### src/rtl/axi_mem_pkg.sv
// Shared types and constants for the single-port memory read/write arbiter.
package axi_mem_pkg;

    typedef enum logic [1:0] {
        IDLE   = 2'd0,
        OWN_WR = 2'd1,
        OWN_RD = 2'd2
    } arb_state_t;

    localparam int C_BURST_CNT_W = 8;

endpackage

### src/rtl/arb_valid_pipe.sv
// Read-valid shift register: delays each read grant by the memory read latency.
module arb_valid_pipe #(
    parameter int G_DEPTH = 1
) (
    input  logic i_clk,
    input  logic i_rst_n,
    input  logic i_valid,
    output logic o_valid
);

    logic [G_DEPTH-1:0] r_pipe;

    always_ff @(posedge i_clk or negedge i_rst_n) begin
        if (!i_rst_n) begin
            r_pipe <= '0;
        end else begin
            r_pipe[0] <= i_valid;
            for (int i = 1; i < G_DEPTH; i++) begin
                r_pipe[i] <= r_pipe[i-1];
            end
        end
    end

    assign o_valid = r_pipe[G_DEPTH-1];

endmodule

### src/rtl/mem1p_rw_arbiter.sv
// Arbitrates one write and one read requester onto a single-port memory,
// bounding consecutive grants to one side while the other side waits.
//
// state  | meaning
// IDLE   | no grant issued last cycle; write wins a tie
// OWN_WR | write was granted last cycle
// OWN_RD | read was granted last cycle
module mem1p_rw_arbiter
    import axi_mem_pkg::*;
#(
    parameter int G_DATAWIDTH  = 32,
    parameter int G_ADDRWIDTH  = 10,
    parameter int G_WEWIDTH    = ((G_DATAWIDTH - 1) / 8) + 1,
    parameter int G_MAX_BURST  = 4,
    parameter int G_RD_LATENCY = 1
) (
    input  logic                   s_aclk,
    input  logic                   s_aresetn,
    input  logic                   wr_req,
    input  logic [G_ADDRWIDTH-1:0] wr_addr,
    input  logic [G_DATAWIDTH-1:0] wr_data,
    input  logic [G_WEWIDTH-1:0]   wr_strb,
    output logic                   wr_gnt,
    input  logic                   rd_req,
    input  logic [G_ADDRWIDTH-1:0] rd_addr,
    output logic                   rd_gnt,
    output logic [G_DATAWIDTH-1:0] rd_data,
    output logic                   rd_valid,
    output logic                   mem_en,
    output logic [G_WEWIDTH-1:0]   mem_we,
    output logic [G_ADDRWIDTH-1:0] mem_addr,
    output logic [G_DATAWIDTH-1:0] mem_din,
    input  logic [G_DATAWIDTH-1:0] mem_dout
);

    localparam logic [C_BURST_CNT_W-1:0] C_MAX = C_BURST_CNT_W'(G_MAX_BURST);

    arb_state_t               r_state;
    arb_state_t               w_state_nxt;
    logic [C_BURST_CNT_W-1:0] r_cnt;
    logic [C_BURST_CNT_W-1:0] w_cnt_nxt;
    logic                     w_cnt_sat;
    logic                     w_wr_sel;
    logic                     w_rd_sel;
    logic                     w_wr_gnt;
    logic                     w_rd_gnt;

    assign w_cnt_sat = (r_cnt >= C_MAX);

    always_ff @(posedge s_aclk or negedge s_aresetn) begin
        if (!s_aresetn) begin
            r_state <= IDLE;
            r_cnt   <= '0;
        end else begin
            r_state <= w_state_nxt;
            r_cnt   <= w_cnt_nxt;
        end
    end

    always_comb begin
        w_wr_sel    = 1'b0;
        w_rd_sel    = 1'b0;
        w_state_nxt = IDLE;
        w_cnt_nxt   = '0;

        if (wr_req && !rd_req) begin
            w_wr_sel = 1'b1;
        end else if (rd_req && !wr_req) begin
            w_rd_sel = 1'b1;
        end else if (wr_req && rd_req) begin
            case (r_state)
                OWN_WR: begin
                    w_wr_sel = !w_cnt_sat;
                    w_rd_sel = w_cnt_sat;
                end
                OWN_RD: begin
                    w_rd_sel = !w_cnt_sat;
                    w_wr_sel = w_cnt_sat;
                end
                default: w_wr_sel = 1'b1;
            endcase
        end

        // Repeat grant to the owner advances the burst; any other grant restarts it.
        if (w_wr_sel) begin
            w_state_nxt = OWN_WR;
            if (r_state == OWN_WR) begin
                w_cnt_nxt = w_cnt_sat ? r_cnt : r_cnt + 1'b1;
            end else begin
                w_cnt_nxt = C_BURST_CNT_W'(1);
            end
        end else if (w_rd_sel) begin
            w_state_nxt = OWN_RD;
            if (r_state == OWN_RD) begin
                w_cnt_nxt = w_cnt_sat ? r_cnt : r_cnt + 1'b1;
            end else begin
                w_cnt_nxt = C_BURST_CNT_W'(1);
            end
        end
    end

    // Grants are combinational, so they must also be masked while reset is held.
    assign w_wr_gnt = w_wr_sel & s_aresetn;
    assign w_rd_gnt = w_rd_sel & s_aresetn;

    assign wr_gnt   = w_wr_gnt;
    assign rd_gnt   = w_rd_gnt;
    assign mem_en   = w_wr_gnt | w_rd_gnt;
    assign mem_we   = w_wr_gnt ? wr_strb : '0;
    assign mem_addr = w_wr_gnt ? wr_addr : rd_addr;
    assign mem_din  = wr_data;
    assign rd_data  = mem_dout;

    arb_valid_pipe #(
        .G_DEPTH (G_RD_LATENCY)
    ) u_valid_pipe (
        .i_clk   (s_aclk),
        .i_rst_n (s_aresetn),
        .i_valid (w_rd_gnt),
        .o_valid (rd_valid)
    );

endmodule
### config.mk
export PLATFORM = sky130hd
export DESIGN_NAME = mem1p_rw_arbiter
export DESIGN_NICKNAME = d
export VERILOG_FILES = /design/src/rtl/axi_mem_pkg.sv /design/src/rtl/arb_valid_pipe.sv /design/src/rtl/mem1p_rw_arbiter.sv
export SDC_FILE = /design/constraint.sdc
export NUM_CORES = 1
export LEC_CHECK = 0
export ABC_CLOCK_PERIOD_IN_PS = 3100
export CELL_PAD_IN_SITES_DETAIL_PLACEMENT = 1
export CELL_PAD_IN_SITES_GLOBAL_PLACEMENT = 2
export CORE_ASPECT_RATIO = 1.1
export CORE_UTILIZATION = 11
export CTS_CLUSTER_DIAMETER = 120
export DETAILED_ROUTE_END_ITERATION = 6
export PLACE_DENSITY_LB_ADDON = 0.1
export SETUP_SLACK_MARGIN = 0.02
export SLEW_MARGIN = 20
export SYNTH_ARGS = -nofsm -noshare
export SYNTH_HDL_FRONTEND = slang
export SYNTH_HIERARCHICAL = 1
export SYNTH_SLANG_ARGS = --single-unit
export TNS_END_PERCENT = 30
### constraint.sdc
create_clock -name s_aclk -period 3.1 [get_ports s_aclk]
set_input_delay 0.775 -clock s_aclk [delete_from_list [all_inputs] [get_ports s_aclk]]
set_output_delay 0.775 -clock s_aclk [all_outputs]
set_load 0.01 [all_outputs]
-- Word-level counts from Yosys, hierarchy flattened
Cells that the tools add are included.
- bits in registers: 11
- input port bits: 92
- output and inout bits: 82
- word-level logic and storage cells: 33
- add/subtract/negate cells: 1
- magnitude comparators: 1
- equality and inequality tests: 2
- mux-type cells: 17
- bitwise logic cells: 3
- reduce and logical (&&, ||, !) cells: 6
- operators by type and width (cell ; count):
    two-way mux 8 bit ; 5
    two-way mux 10 bit ; 1
    adder 8 x 1 -> 8 bit, second input constant ; 1
    >= comparator 8 x 3 -> 1 bit, second input constant ; 1
    two-way mux 1 bit ; 6
    two-way mux 2 bit ; 2
    two-way mux 4 bit ; 1
    one-hot mux 1 bit (2 select lines) ; 2
    logical AND 1 bit ; 3
    logical NOT 1 bit ; 3
    AND 1 bit ; 2
    == test 2 x 1 -> 1 bit, second input constant ; 1
    == test 2 bit, second input constant ; 1
    OR 1 bit ; 1

-- Logic depth before layout (Yosys ltp)
Gate-level depths: netlist of run 1.
- depth after elaboration: 8
- gate-level depth with buffers: 8
- mapped depth without buffers: 6

-- Hierarchy
The synthesis of run 1 kept the hierarchy.
- by module, submodules not included (module ; instances ; cells each ; area each (sq um) ; sequential area each (sq um)):
    mem1p_rw_arbiter ; 1 ; 143 ; 1307.5 ; 250.2
    arb_valid_pipe ; 1 ; 1 ; 25.0 ; 25.0

-- Worst setup path after synthesis of run 1
No wires, ideal clock.
- path kind: input-to-output
- from: in rd_req
- to: out mem_addr[5]
- arrival time: 2081 ps
- required time: 2325 ps
- path slack: 244 ps
- cell stages on the path: 6
- path buffers: 2
- cells stage by stage: or3b_1 -> a21boi_1 -> o211a_1 -> buf_6 -> buf_8 -> mux2_4
- cells in the longest elaborated chain, start to end: 6
- elaborated cells on any way between the ends: 9
- those cells by class: mux: 4; bitwise: 1; reduce/logical: 4
- RTL lines (item ; line ; source):
    start, declared ; mem1p_rw_arbiter.sv:24 ; input logic rd_req,
    logical AND 1 bit ; mem1p_rw_arbiter.sv:70 ; end else if (wr_req && rd_req) begin
    two-way mux 1 bit ; mem1p_rw_arbiter.sv:70 ;
    two-way mux 1 bit ; mem1p_rw_arbiter.sv:68 ; end else if (rd_req && !wr_req) begin
    two-way mux 1 bit (*) ; mem1p_rw_arbiter.sv:66 ; if (wr_req && !rd_req) begin
    AND 1 bit (*) ; mem1p_rw_arbiter.sv:103 ; assign w_wr_gnt = w_wr_sel & s_aresetn;
    named net wr_gnt ; mem1p_rw_arbiter.sv:23 ; output logic wr_gnt,
    two-way mux 10 bit (*) ; mem1p_rw_arbiter.sv:110 ; assign mem_addr = w_wr_gnt ? wr_addr : rd_addr;
    end, declared ; mem1p_rw_arbiter.sv:31 ; output logic [G_ADDRWIDTH-1:0] mem_addr,
Mark *: on every way through the listed nets, which the timed path passes. The rest lies on a longest branch.

-- Final worst setup path of run 1
- from: reg r_state[1]
- to: out mem_addr[7]
- cells in the longest elaborated chain, start to end: 7
- elaborated cells on any way between the ends: 8
- those cells by class: eq/ne: 2; mux: 5; bitwise: 1
- RTL lines (item ; line ; source):
    start, declared ; mem1p_rw_arbiter.sv:38 ; arb_state_t r_state;
    start signal, assigned ; mem1p_rw_arbiter.sv:55 ; r_state <= w_state_nxt;
    == test 2 bit / == test 2 x 1 -> 1 bit (equally long branches) ; mem1p_rw_arbiter.sv:71 ; case (r_state)
    one-hot mux 1 bit (2 select lines) (*) ; mem1p_rw_arbiter.sv:71 ;
    two-way mux 1 bit (*) ; mem1p_rw_arbiter.sv:70 ;
    two-way mux 1 bit (*) ; mem1p_rw_arbiter.sv:68 ;
    two-way mux 1 bit (*) ; mem1p_rw_arbiter.sv:66 ;
    AND 1 bit (*) ; mem1p_rw_arbiter.sv:103 ;
    two-way mux 10 bit (*) ; mem1p_rw_arbiter.sv:110 ;
Every way passes the cells marked *; elsewhere a longest branch is shown, timed or not.

==> results of run 1 <==
## cells in the final DEF, fill, tap and decap left out, types with 2 or more instances in the layout
cell type | Yosys | layout
o211ai_1 | 2 | 2
and2_2 | 4 | 4
inv_1 | 7 | 6
buf_6 | 1 | 9
mux2_4 | 4 | 4
clkbuf_16 | 0 | 3
dlygate4sd2_1 | 0 | 3
clkdlybuf4s50_1 | 0 | 26
and3_1 | 3 | 3
nor3_1 | 2 | 2
buf_4 | 64 | 17
nor2_1 | 3 | 3
nand2_1 | 5 | 5
and2_1 | 5 | 5
ha_1 | 4 | 3
mux2_2 | 6 | 6
dfrtp_1 | 11 | 11
buf_2 | 0 | 7
## worst min-delay path by stage
stage,from,to,slack [ns],depth (start not counted)
4_1_cts,r_cnt[5],r_cnt[5],0.57,1
3_3_place_gp,r_cnt[6],r_cnt[6],0.55,1
3_5_place_dp,r_cnt[5],r_cnt[5],0.55,1
6_report,r_cnt[5],r_cnt[5],0.56,1
2_1_floorplan,s_aresetn,r_cnt[0],0.48,0
5_1_grt,r_cnt[6],r_cnt[6],0.58,1
## metal layers
metal	vias to the layer above	routed length, um	GRT usage, %	share of wire, %
li1	413	-	-	-
met1	444	1430	7.13	34
met2	39	2460	12.7	58
met3	8	335	2.45	7.9
met4	0	29	1.80	0.68
met5	-	0	0	0
## report_power, final
part / internal (mW) / switching [mW]
Combinational: 0.179 / 0.125
Clock: 0.172 / 0.0743
Sequential: 0.160 / 0.0163
Total: 0.511 / 0.215
## registers in the layout, indices dropped and copies added, names as in the netlist
signal,cells
r_state,2
r_cnt,8
u_valid_pipe/o_valid,1
## through the flow
stage / setup WS, ns / instance area (sq um) / std cells / total power, mW
floorplan: 0.244 / 1330 / 144 / 0.392
global placement: -0.659 / 1560 / 288 / 0.458
detailed placement: -0.681 / 1560 / 288 / 0.459
CTS: -0.00582 / 1690 / 294 / 0.742
global route: -0.0184 / 1710 / 295 / 0.779
finish: 0.0407 / 1710 / 295 / 0.727
## cells by family after synthesis
family                     share of synthesized area, %
AOI/OAI and AO/OA                                  8.17
xor gates and xnor gates                          0.657
adders and majority gates                          3.76
buffers and inverters                              42.4
DFF                                                20.7
muxes                                              9.58
and+or+nand+nor                                    14.7
## cell type report
class | count | area (sq um)
clock inverter | 1 | 5.00
multi-input combinational | 59 | 538
clock buffer | 3 | 75.1
timing repair buffer | 64 | 598
fill | 1345 | 9940
inverter | 7 | 26.3
sequential | 11 | 275
tap | 150 | 188
## repair_timing
action                                  CTS  global route
endpoints found under the setup margin   17            10
endpoints found under the hold margin     0             0
resized for setup                        85             2
pin swaps                                 3             1
buffers inserted                          1             1
hold buffers                              0             0
cloned                                    1             0
==> summary.txt, run 1 <==
status = complete, no violations
number of port buffers = 45
root buf cell = clkbuf_16
Setup TNS = 0 ns
PwrDens = 426 nW/um^2
Max Cap Viol = 0
DR vias/cell = 3.06
largest net degree at the start of global routing = 10
routed wire length = 4.25 mm
# H-tree levels = 1
#FFs+latches synth = 11
hold_ws = 0.563 ns
TritonCTS clock tree = done
fin crit period = 3.06 ns
Vias = 904
Worst Reg-to-Reg Cells = 5
final core occ = 14.6%
Die Area = 12,600 sq um
Clock Latency Late Sink = 0.24 ns
relative slew slack = 52.4%
CP Capture Point = mem_addr[7]
Die X = 107 um
Mapped Area = 1330 sq um
Worst Setup Start Kind = flop
crit-path leading delay family = compound AO/OA/AOI/OAI gates
Final Cycle Share = 98.7%
Detail Placement HPWL = 3.64 mm
initial antenna violation count = 0
n_diodes = 0
library cells used by synthesis = 37
Synth area leader = buf_4
routability cong. = 0.654
Max IR drop VDD = 0.000131 V
Worst R2R Setup Slack = 1.06 ns
IO Count = 174
Yosys top cell area share = 36.1%
drt wl/cell = 14.4 um
Synth async-reset ratio = 100%
Slowest Stage Delay on Critical Path = 0.40 ns
top-count cell post-synth = buf_4
total grt overflow = 0
Antenna Nets Post-Route = 0
Area growth, synth to finish = 28.0%
row count = 41
Critical Path RT = 2.32 ns
Tot GR Track Use = 6.85%
syn_nets = 240
RR Startpoint = r_cnt[6]
Primary FF master, synth = dfrtp_1
Static Leakage = 0.770 nW
Initial Util = 11.4%
most instantiated cells after synthesis = buf_4, dfrtp_1, inv_1
Critical-path top delay cell = dfrtp_1
synth top area cells = buf_4, dfrtp_1, mux2_2
die span in y = 117 um
CP Cell Sequence = ha_4 -> or3b_4 -> a21boi_4 -> o211a_4 -> buf_12 -> mux2_4 -> buf_6
vias in the first global route = 1,028
Critical path origin = r_state[1]
EDFF count, synth = 0
Critical path buffers and inverters = 2
skew final = 0.00390 ns
# DRC = 0
layout cell share with drive strength beyond 1 = 43.4%
clk buf depth = 2
stages on the worst setup path = 7
fmax = 0.327 GHz
Mean Syn Cell Area = 9.25 sq um
first-pass GRT wire length = 6.58 mm
Final Max Tran Viols = 0
RR Endpoint = r_cnt[1]
Final #Nets = 242
Worst Tran Pin Value = 0.706 ns
CP arrival = 2.28 ns
post-synthesis sequential area ratio = 20.7%
Syn Inst Count = 144
clock buffer count from CTS = 3
critical path class = reg -> out
RSZ-0062 raised after global routing = true
First-pass DRT Iterations = 3
endpoints failing setup = 0
CTS sink cnt = 11
Worst Path Max Fanout = 8
Ys Warns = 6
clk slew on worst S/H paths = 0.05 ns
final hold viol count = 0
worst min path class = reg -> reg
DRT iter0 DRCs = 7
Critical Path End Type = output pin
core area = 11,600 sq um
Power figures use the tool's default switching activity.
==> run 2, diff against run 1 <==
CELL_PAD_IN_SITES_DETAIL_PLACEMENT = default   (was 1)
CELL_PAD_IN_SITES_GLOBAL_PLACEMENT = default   (was 2)
CORE_UTILIZATION = 26   (was 11)
PLACE_DENSITY = 0.83   (was default)
PLACE_DENSITY_LB_ADDON = default   (was 0.1)
SKIP_CTS_REPAIR_TIMING = 1   (was default)
==> run 2 against run 1 <==
Net effect: wire length down 37%; fmax down 0.54%; hold slack better by 0.0048 ns; critical path type unchanged; largest cell class unchanged.
==> summary.txt, run 2 (synthesis gave the netlist of run 1 again) <==
status = complete, no violations (unchanged)
routed wire length = 2.66 mm (was 4.25 mm)
drt wl/cell = 13.4 um (was 14.4 um)
# H-tree levels = 1 (unchanged)
fmax = 0.325 GHz (was 0.327 GHz)
n_diodes = 0 (unchanged)
critical path class = reg -> out (unchanged)
CP arrival = 2.30 ns (was 2.28 ns)
worst hold start = r_cnt[5] (unchanged)
die span in y = 77.1 um (was 117 um)
PwrDens = 391 nW/um^2 (was 426 nW/um^2)
endpoints failing setup = 0 (unchanged)
Most flops, register = r_cnt (unchanged)
routability cong. = 0.844 (was 0.654)
RR Endpoint = r_cnt[4] (was r_cnt[1])
clk buf depth = 2 (unchanged)
Vias = 882 (was 904)
worst min path class = reg -> reg (unchanged)
initial antenna violation count = 0 (unchanged)
Critical Path End Type = output pin (unchanged)
DRT iter0 DRCs = 30 (was 7)
Static Leakage = 0.814 nW (was 0.770 nW)
# DRC = 0 (unchanged)
vias in the first global route = 907 (was 1,028)
Die Area = 5420 sq um (was 12,600 sq um)
clock buffer count from CTS = 3 (unchanged)
Power, Total = 599 uW (was 727 uW)
clock power share = 23.8% (was 33.9%)
RSZ-0062 raised after global routing = true (unchanged)
number of port buffers = 45 (unchanged)
Initial Util = 27.9% (was 11.4%)
root buf cell = clkbuf_8 (was clkbuf_16)
Final #Nets = 240 (was 242)
hold depth = 1 (unchanged)
total grt overflow = 0 (unchanged)
Antenna Nets Post-Route = 0 (unchanged)
Critical Path RT = 2.32 ns (about the same)
Placed Cells = 191 (was 288)
largest net degree at the start of global routing = 17 (was 10)
first-pass GRT wire length = 4.15 mm (was 6.58 mm)
Comb power frac = 46.8% (was 41.8%)
Die X = 70.3 um (was 107 um)
Max Cap Viol = 0 (unchanged)
row count = 26 (was 41)
Worst R2R Setup Slack = 1.10 ns (was 1.06 ns)
RR Startpoint = r_state[1] (was r_cnt[6])
IO Count = 174 (unchanged)
Worst Reg-to-Reg Cells = 6 (was 5)
Max IR drop VDD = 0.000141 V (was 0.000131 V)
Worst Tran Pin Value = 0.665 ns (was 0.706 ns)
Pint = 418 uW (was 511 uW)
Final Cycle Share = 99.2% (was 98.7%)
commonest cells after routing, fill and taps aside = clkdlybuf4s50_1, buf_4, dfrtp_1 (unchanged)
Design Area, Final = 1530 sq um (was 1710 sq um)
clk slew on worst S/H paths = 0.05 ns (about the same)
TritonCTS clock tree = done (unchanged)
layout cell share with drive strength beyond 1 = 39.2% (was 43.4%)
commonest non-fill, non-tap cell in the layout = clkdlybuf4s50_1 (unchanged)
Final Max Tran Viols = 0 (unchanged)
final hold viol count = 0 (unchanged)
First-pass DRT Iterations = 4 (was 3)
placed instance area = 1420 sq um (was 1560 sq um)
skew final = 0.00493 ns (was 0.00390 ns)
CTS sink cnt = 11 (unchanged)
Filler cells = 491 (was 1,345)
Worst Setup Start Kind = flop (unchanged)
relative slew slack = 55.2% (was 52.4%)
DR vias/cell = 4.43 (was 3.06)
max reg flops = 8 (unchanged)
Tot GR Track Use = 9.60% (was 6.85%)
NetSw = 181 uW (was 215 uW)
fin crit period = 3.08 ns (was 3.06 ns)
Clock Latency Late Sink = 0.24 ns (about the same)
Switching Fraction = 30.2% (was 29.7%)
sequential power share = 29.4% (was 24.3%)
Area growth, synth to finish = 14.9% (was 28.0%)
core area = 4780 sq um (was 11,600 sq um)
Worst Path Max Fanout = 8 (unchanged)
Detail Placement HPWL = 1.96 mm (was 3.64 mm)
hold path endpoint = r_cnt[5] (unchanged)
Non-Filler Instances = 199 (was 295)
run 2: worst max path at each step:
stage          startpoint           to  slack, ns  cells after the start
3_5_place_dp       rd_req  mem_addr[6]      -0.67                      7
6_report       r_state[1]  mem_addr[8]       0.02                      7
5_1_grt        r_state[0]  mem_addr[8]      -0.04                      8
3_3_place_gp       rd_req  mem_addr[8]      -0.65                      7
4_1_cts            rd_req  mem_addr[6]      -0.69                      7
2_1_floorplan      rd_req  mem_addr[5]       0.24                      6
run 2: layout make-up:
type / count / area [sq um] / area share (%)
Timing Repair Buffer: 62 / 578 / 37.7
Multi-Input combinational cell: 59 / 537 / 35.0
Sequential cell: 11 / 275 / 18.0
Tap cell: 56 / 70.1 / 4.58
Clock buffer: 4 / 45.0 / 2.94
Inverter: 7 / 26.3 / 1.72
run 2: per-stage QoR:
step	worst slack [ns]	hold WS [ns]	utilization (%)	TNS, ns
floorplan	0.244	0.479	-	0
global placement	-0.651	0.548	29.8	-9.60
detailed placement	-0.673	0.561	29.8	-9.82
CTS	-0.691	0.571	30.7	-10.06
global route	-0.0415	0.596	32.0	-0.191
finish	0.0241	0.568	32.0	0
run 2: power by group through the flow:
stage / Clock (mW) / Combinational (mW) / Sequential (mW)
after floorplan: 0 / 0.219 / 0.174
after global placement: 0 / 0.251 / 0.176
after detailed placement: 0 / 0.256 / 0.176
after CTS: 0.147 / 0.259 / 0.174
after global routing: 0.156 / 0.309 / 0.179
final: 0.143 / 0.280 / 0.176
run 2: metal layers:
metal  track usage, %  vias up  part of all wire (%)
met3             3.94       12                   8.1
met5                0        -                     0
met1             10.3      412                    38
met4             7.40        0                   2.4
li1                 -      408                     -
met2             14.9       50                    52
run 2: critical path, cell delays in order, from the launching register on:
cell	delay, ns
dfrtp_1	0.42
ha_4	0.25
or3b_4	0.37
a21boi_4	0.15
o211a_4	0.29
clkbuf_16	0.16
mux2_4	0.30
buf_6	0.12
==> run 3, diff against run 2 <==
ABC_CLOCK_PERIOD_IN_PS = 3450   (was 3100)
clock period = 3.45 ns   (was 3.1 ns; I/O delays follow)
==> run 3 against run 2 <==
Net effect: sequential power down 11%; wire length decreased by 7.4%; hold slack gained 0.0017 ns; critical path type is now in -> out; largest power group unchanged; highest routed layer unchanged.
==> summary.txt, run 3 (synthesis gave the netlist of run 1 again) <==
RR Endpoint = r_cnt[5] (was r_cnt[4])
# DRC = 0 (unchanged)
Worst Reg-to-Reg Cells = 6 (unchanged)
Critical path origin = wr_req (was r_state[1])
clk slew on worst S/H paths = 0.05 ns (about the same)
Non-Filler Instances = 191 (was 199)
final core occ = 31.2% (was 32.0%)
Worst R2R Setup Slack = 1.49 ns (was 1.10 ns)
Max Cap Viol = 0 (unchanged)
PwrDens = 336 nW/um^2 (was 391 nW/um^2)
Die Area = 5420 sq um (unchanged)
commonest cells after routing, fill and taps aside = clkdlybuf4s50_1, dlymetal6s2s_1, dfrtp_1 (was clkdlybuf4s50_1, buf_4, dfrtp_1)
largest net degree at the start of global routing = 17 (unchanged)
row count = 26 (unchanged)
DRT iter0 DRCs = 37 (was 30)
layout cell share with drive strength beyond 1 = 23.0% (was 39.2%)
clock buffer count from CTS = 3 (unchanged)
Filler cells = 480 (was 491)
Critical Path End Type = output pin (unchanged)
drt wl/cell = 12.9 um (was 13.4 um)
fmax = 0.300 GHz
Worst Setup Start Kind = input pin (was flop)
Area growth, synth to finish = 11.8% (was 14.9%)
relative slew slack = 58.8% (was 55.2%)
RSZ-0062 raised after global routing = true (unchanged)
root buf cell = clkbuf_8 (unchanged)
final hold viol count = 0 (unchanged)
CP Capture Point = rd_gnt (was mem_addr[8])
DR vias/cell = 4.61 (was 4.43)
TritonCTS clock tree = done (unchanged)
worst min path class = reg -> reg (unchanged)
Tot GR Track Use = 9.12% (was 9.60%)
Static Leakage = 0.853 nW (was 0.814 nW)
core area = 4780 sq um (unchanged)
CTS sink cnt = 11 (unchanged)
first-pass GRT wire length = 3.92 mm (was 4.15 mm)
total grt overflow = 0 (unchanged)
Clock Latency Late Sink = 0.23 ns (was 0.24 ns)
setup ws final = 0.112 ns (was 0.0241 ns)
Antenna Nets Post-Route = 0 (unchanged)
Worst Path Max Fanout = 5 (was 8)
routability cong. = 0.874 (was 0.844)
status = complete, no violations (unchanged)
Final #Nets = 232 (was 240)
pre-CTS WS = -0.512 ns (was -0.673 ns)
die span in y = 77.1 um (unchanged)
Power, Total = 501 uW (was 599 uW)
Detail Placement HPWL = 1.90 mm (was 1.96 mm)
Most flops, register = r_cnt (unchanged)
n_diodes = 0 (unchanged)
endpoints failing setup = 0 (unchanged)
max reg flops = 8 (unchanged)
initial antenna violation count = 0 (unchanged)
commonest non-fill, non-tap cell in the layout = clkdlybuf4s50_1 (unchanged)
Final Cycle Share = 96.8%
RR Startpoint = r_state[0] (was r_state[1])
critical path class = in -> out (was reg -> out)
First-pass DRT Iterations = 4 (unchanged)
skew final = 0.00172 ns (was 0.00493 ns)
number of port buffers = 45 (unchanged)
Die X = 70.3 um (unchanged)
Initial Util = 27.9% (unchanged)
Critical Path RT = 2.59 ns (was 2.32 ns)
Final Max Tran Viols = 0 (unchanged)
Vias = 881 (was 882)
clk buf depth = 2 (unchanged)
Worst Tran Pin Value = 0.611 ns (was 0.665 ns)
Placed Cells = 187 (was 191)
Setup TNS = 0 ns (unchanged)
vias in the first global route = 867 (was 907)
# H-tree levels = 1 (unchanged)
CP arrival = 2.48 ns (was 2.30 ns)
Max IR drop VDD = 0.000105 V (was 0.000141 V)
fin crit period = 3.34 ns
IO Count = 174 (unchanged)
routed wire length = 2.46 mm (was 2.66 mm)
run 3: cell count changes in the layout (fill, tap and decap cells not counted), moves of 2 or more:
cell	previous run	this run
dlymetal6s2s_1	7	17
buf_6	2	0
clkdlybuf4s50_1	26	28
clkbuf_2	10	0
buf_4	15	8
run 3: power by group:
| group | internal, mW | switching, mW |
|---|---|---|
| Sequential | 0.144 | 0.0130 |
| Combinational | 0.130 | 0.0893 |
| Clock | 0.0807 | 0.0438 |
| Total | 0.354 | 0.146 |
run 3: cell type report:
type | count | area [sq um] | share of cell area [%]
timing repair buffer | 54 | 573 | 38.5
multi-input combinational | 59 | 500 | 33.6
sequential | 11 | 275 | 18.5
tap | 56 | 70.1 | 4.70
clock buffer | 4 | 45.0 | 3.02
inverter | 7 | 26.3 | 1.76
run 3: worst min-delay path by stage:
stage,start,end,slack [ns],depth (start not counted)
after detailed placement,r_cnt[4],r_cnt[4],0.56,1
after CTS,r_cnt[1],r_cnt[1],0.57,2
final,r_cnt[1],r_cnt[1],0.57,2
after global routing,r_cnt[7],r_cnt[7],0.59,1
after global placement,r_cnt[1],r_cnt[1],0.55,2
after floorplan,r_cnt[3],r_cnt[3],0.52,1
run 3: stage by stage:
step	area, sq um	hold WS [ns]
2_1_floorplan	1330	0.524
3_3_place_gp	1390	0.547
3_5_place_dp	1390	0.558
4_1_cts	1440	0.567
5_1_grt	1490	0.592
6_report	1490	0.569
run 3: routing by layer:
| metal | track usage (%) | vias to the layer above | wire, um |
|---|---|---|---|
| li1 | - | 392 | - |
| met1 | 8.94 | 420 | 861 |
| met2 | 15.0 | 56 | 1280 |
| met3 | 4.20 | 13 | 247 |
| met4 | 6.40 | 0 | 72 |
| met5 | 0 | - | 0 |
run 3: worst max-delay path, cell delays in order:
cell             delay, ns
clkdlybuf4s50_1       0.51
nand2b_1              0.14
a21oi_1               0.05
a311oi_1              0.22
buf_4                 0.16
clkdlybuf4s50_1       0.53
==> patch 1: new RTL, settings of run 3 <==
The parameter `G_RD_LATENCY` goes from 1 to 2.
--- a/src/rtl/mem1p_rw_arbiter.sv
+++ b/src/rtl/mem1p_rw_arbiter.sv
@@ -12,7 +12,7 @@
     parameter int G_ADDRWIDTH  = 10,
     parameter int G_WEWIDTH    = ((G_DATAWIDTH - 1) / 8) + 1,
     parameter int G_MAX_BURST  = 4,
-    parameter int G_RD_LATENCY = 1
+    parameter int G_RD_LATENCY = 2
 ) (
     input  logic                   s_aclk,
     input  logic                   s_aresetn,
Behaviour: not the same (Yosys sat finds a counterexample within 4 cycles, from zero or initial values and one cycle with s_aresetn low).
==> patch 1 against run 3 <==
  * The flow now finishes with violations (DRC)
  * Area after synthesis up 1.9%
  * Worst setup slack improved by 0.064 ns
  * Final cell count up 3.1%
  * Total power rose by 10%
  * First-iteration DRC count rose by 14%
  * Sequential cell count grew 1
  * Hold slack worse by 0.21 ns
  * Final area increased by 4.4%
  * Via count fell by 2.5%
  * Wire length is 14% higher
  * Largest cell class unchanged
  * Largest power group unchanged
==> patch 1: results (changes against run 3) <==
* Status: finished with violations
* Violated checks: DRC
* Global placer's final weighted congestion at 0.921 (+5.4%)
* TritonRoute pass-1 iters at 7 (+3)
* Area contributors post-synth: buf_4 (35%), dfrtp_1 (22%), mux2_2 (5.0%), mux2_4 (4.4%), ha_1 (3.7%)
* Post-synthesis sequential area ratio at 22.1% (+1.5 points)
* Worst setup slack for register-to-register paths at 1.37 ns (-0.12 ns)
* Total track usage at 9.79% (+0.68 points)
* FILL cells at 510 (+6.3%)
* Worst reg-to-reg path cell count at 7 (+1)
* Relative max-transition margin at 61.7% (+2.9 points)
* Hold Startpoint: u_valid_pipe/r_pipe[0]
* DRT iter0 DRCs at 42 (+14%)
* Detailed-route DRC error count at 24 (+24)
* Terminus of the critical flop-to-flop path: r_cnt[3]
* Crit path arrival time at 2.41 ns (-0.07 ns)
* Maximum single-stage delay on the critical path at 0.48 ns (-0.05 ns)
* First-pass GRT wire length at 4150 microns (+6.0%)
* Fraction of final layout cells with drive strength greater than 1 at 24.5% (+1.5 points)
* Terminating pin of the worst hold path: u_valid_pipe/r_pipe[1]
* Crit path launch: rd_req
* Top cell types by occurrence after synthesis: buf_4 (64), dfrtp_1 (12), inv_1 (7), mux2_2 (6)
* Largest fanout of any net on the critical path at 16 (+11)
* Leak pwr at 0.000894 uW (+4.8%)
* Routed wirelength normalized by instance count at 14.2 microns (+10%)
* Hold Path Depth at 0 (-2)
* Total half-perimeter wirelength after legalization and detailed placement at 2120 microns (+12%)
* Number of global-route vias before repair at 842 (-2.9%)
* Post-Route Hold Slack at 0.356 ns (-0.213 ns)
* Setup clock skew after layout at 0.00597 ns (+0.00424 ns)
==> patch 1: area by class of cell <==
class	instances	area share [%]
inverters	7	1.69
clock buffers	4	3.54
repair buffers	57	38.4
well taps	58	4.66
flip-flops and latches	12	19.3
multi-input cells	59	32.4
==> patch 1: worst max path at each step <==
stage / to / slack [ns]
after floorplan: mem_addr[5] / 0.42
after global placement: mem_addr[0] / -0.47
after detailed placement: mem_addr[7] / -0.48
after CTS: mem_addr[7] / -0.49
after global routing: wr_gnt / 0.14
final: wr_gnt / 0.18
==> patch 1: report_power, final <==
group / internal, uW / switching, uW
clock: 101 / 53.2
combinational: 134 / 92.5
sequential: 156 / 14.8
total: 391 / 161
==> patch 1: cells by family after synthesis <==
logic type / Yosys count / share of synthesized area (%)
buffers and inverters: 74 / 41.7
and+or+nand+nor: 30 / 14.5
AOI/OAI and AO/OA: 14 / 8.02
xor gates and xnor gates: 1 / 0.645
adders and majority gates: 4 / 3.69
DFF: 12 / 22.1
muxes: 10 / 9.40
==> patch 1: metal layers <==
layer	part of all wire [%]	GRT usage [%]	wire, microns
met1	42	12.1	1190
met2	45	13.6	1260
met3	8.6	2.60	241
met4	4.0	9.20	113
met5	0	0	0
==> patch 1: critical path: cells and delay by family <==
kind	cells	cell delay [ns]
buffers and inverters	3	0.78
AOI/OAI and AO/OA	2	0.40
and+or+nand+nor	1	0.37
==> patch 1: per-stage QoR <==
step / setup TNS (ns) / utilization (%) / cell area, sq um / std cells / setup slack [ns]
CTS: -6.87 / 30.0 / 1500 / 197 / -0.486
floorplan: 0 / - / 1360 / 145 / 0.419
global placement: -6.60 / 28.9 / 1440 / 193 / -0.467
finish: 0 / 31.1 / 1560 / 197 / 0.176
global route: 0 / 31.1 / 1560 / 197 / 0.139
detailed placement: -6.79 / 28.9 / 1440 / 193 / -0.481
==> patch 2: new RTL, config.mk and constraints of run 3 <==
Made on the original files. Encoding of `arb_state_t`: now one-hot (3 bits for 3 states).
--- a/src/rtl/axi_mem_pkg.sv
+++ b/src/rtl/axi_mem_pkg.sv
@@ -1,10 +1,10 @@
 // Shared types and constants for the single-port memory read/write arbiter.
 package axi_mem_pkg;
 
-    typedef enum logic [1:0] {
-        IDLE   = 2'd0,
-        OWN_WR = 2'd1,
-        OWN_RD = 2'd2
+    typedef enum logic [2:0] {
+        IDLE   = 3'b001,
+        OWN_WR = 3'b010,
+        OWN_RD = 3'b100
     } arb_state_t;
 
     localparam int C_BURST_CNT_W = 8;
Check against the original RTL: no difference found for any inputs over 10 cycles, from zero or initial values and one cycle with s_aresetn low; not proved beyond that.
==> patch 2 against run 3 <==
  * Critical path type is now reg -> out
  * Die area shrank 6.2%
  * Area after synthesis shrank 6.4%
  * Count of clock-buffer cells in the layout is the same
  * Global-route usage shrank 0.46 points
  * Highest routed layer unchanged
  * Final area shrank 1.5%
  * Wire length shrank 2.8%
  * Register-to-register slack gained 0.15 ns
  * Sequential cell count grew 1
  * Total power shrank 17%
  * Synthesized cell count shrank 9.0%
  * Sequential share of layout area grew 2.1 points
  * Combinational power shrank 46%
  * Worst setup slack lost 0.11 ns
==> patch 2: results (changes against run 3) <==
* Status: complete, no violations
* Comb power at 119 uW (-46%)
* Power of the clock network at 147 uW (+19%)
* Global placer's final weighted congestion at 0.778 (-11%)
* Worst setup slack for register-to-register paths at 1.64 ns (+0.15 ns)
* Largest net degree at the start of global routing at 16 (-1)
* DRT met1 WL at 912 microns (+5.9%)
* Slowest stage cell, crit path: or4_4
* Largest fanout of any net on the critical path at 7 (+2)
* Number of nets produced by synthesis at 225 (-6.3%)
* Total half-perimeter wirelength after legalization and detailed placement at 1860 microns (-1.8%)
* Category of the worst setup path launch point: flop
* Maximum single-stage delay on the critical path at 0.58 ns (+0.05 ns)
* Number of vias per cell after detailed routing at 4.31 (-6.5%)
* Terminating pin of the worst hold path: r_cnt[4]
* Cell Count Post-Placement at 174 (-7.0%)
* Period Utilization, post-route at 99.8% (+3.1 points)
* Post-synthesis sequential area ratio at 24.2% (+3.5 points)
* Detailed Route WL at 2390 microns (-2.8%)
* Number of global-route vias before repair at 661 (-24%)
* Hold Startpoint: r_cnt[4]
* First-pass GRT wire length at 3230 microns (-18%)
* Fraction of met1 tracks used by global routing at 9.98% (+1.0 points)
* Non-filler cells in the finished layout at 183 (-4.2%)
* Worst Setup Slack post-DPL at -0.217 ns (+0.295 ns)
* Average footprint of a synthesized cell at 9.52 sq um (+2.9%)
* Met3 track demand over resource at 5.30% (+1.1 points)
* Top cell types by occurrence after synthesis: buf_4 (64), dfrtp_1 (11)
* Design internal power at 323 uW (-8.9%)
* Dominant delay contributor by cell family on the critical path: simple AND/OR/NAND/NOR gates
* Area inside the core boundary at 4620 sq um (-3.4%)
* Library cells used by synthesis at 26 (-30%)
* Setup clock skew after layout at 0.00251 ns (+0.000791 ns)
[patch 2: cell types whose count changed after synthesis, moves of 2 or more]
cell / run 3 / this run
nor3b_1: 0 / 2
inv_1: 7 / 4
nand2_1: 5 / 3
nor2b_1: 0 / 5
mux2i_1: 0 / 2
o31ai_1: 0 / 2
ha_1: 4 / 2
and3_1: 3 / 0
o211ai_1: 2 / 0
and2_2: 4 / 0
nor3_1: 2 / 0
nor2_1: 3 / 5
a21oi_1: 1 / 3
[patch 2: final cells by class]
type	count	area [sq um]	area share (%)
Timing Repair Buffer	58	583	39.7
Multi-Input combinational cell	49	443	30.2
Sequential cell	12	302	20.5
Tap cell	56	70.1	4.77
Clock buffer	4	55.1	3.75
Inverter	4	15.0	1.02
[patch 2: kinds of logic after synthesis]
group | after synthesis | share of synthesized area, %
muxes | 12 | 12.1
adders and majority gates | 2 | 2.01
AOI/OAI and AO/OA | 12 | 9.13
DFF | 12 | 24.2
buffers and inverters | 70 | 40.9
and+or+nand+nor | 23 | 11.6
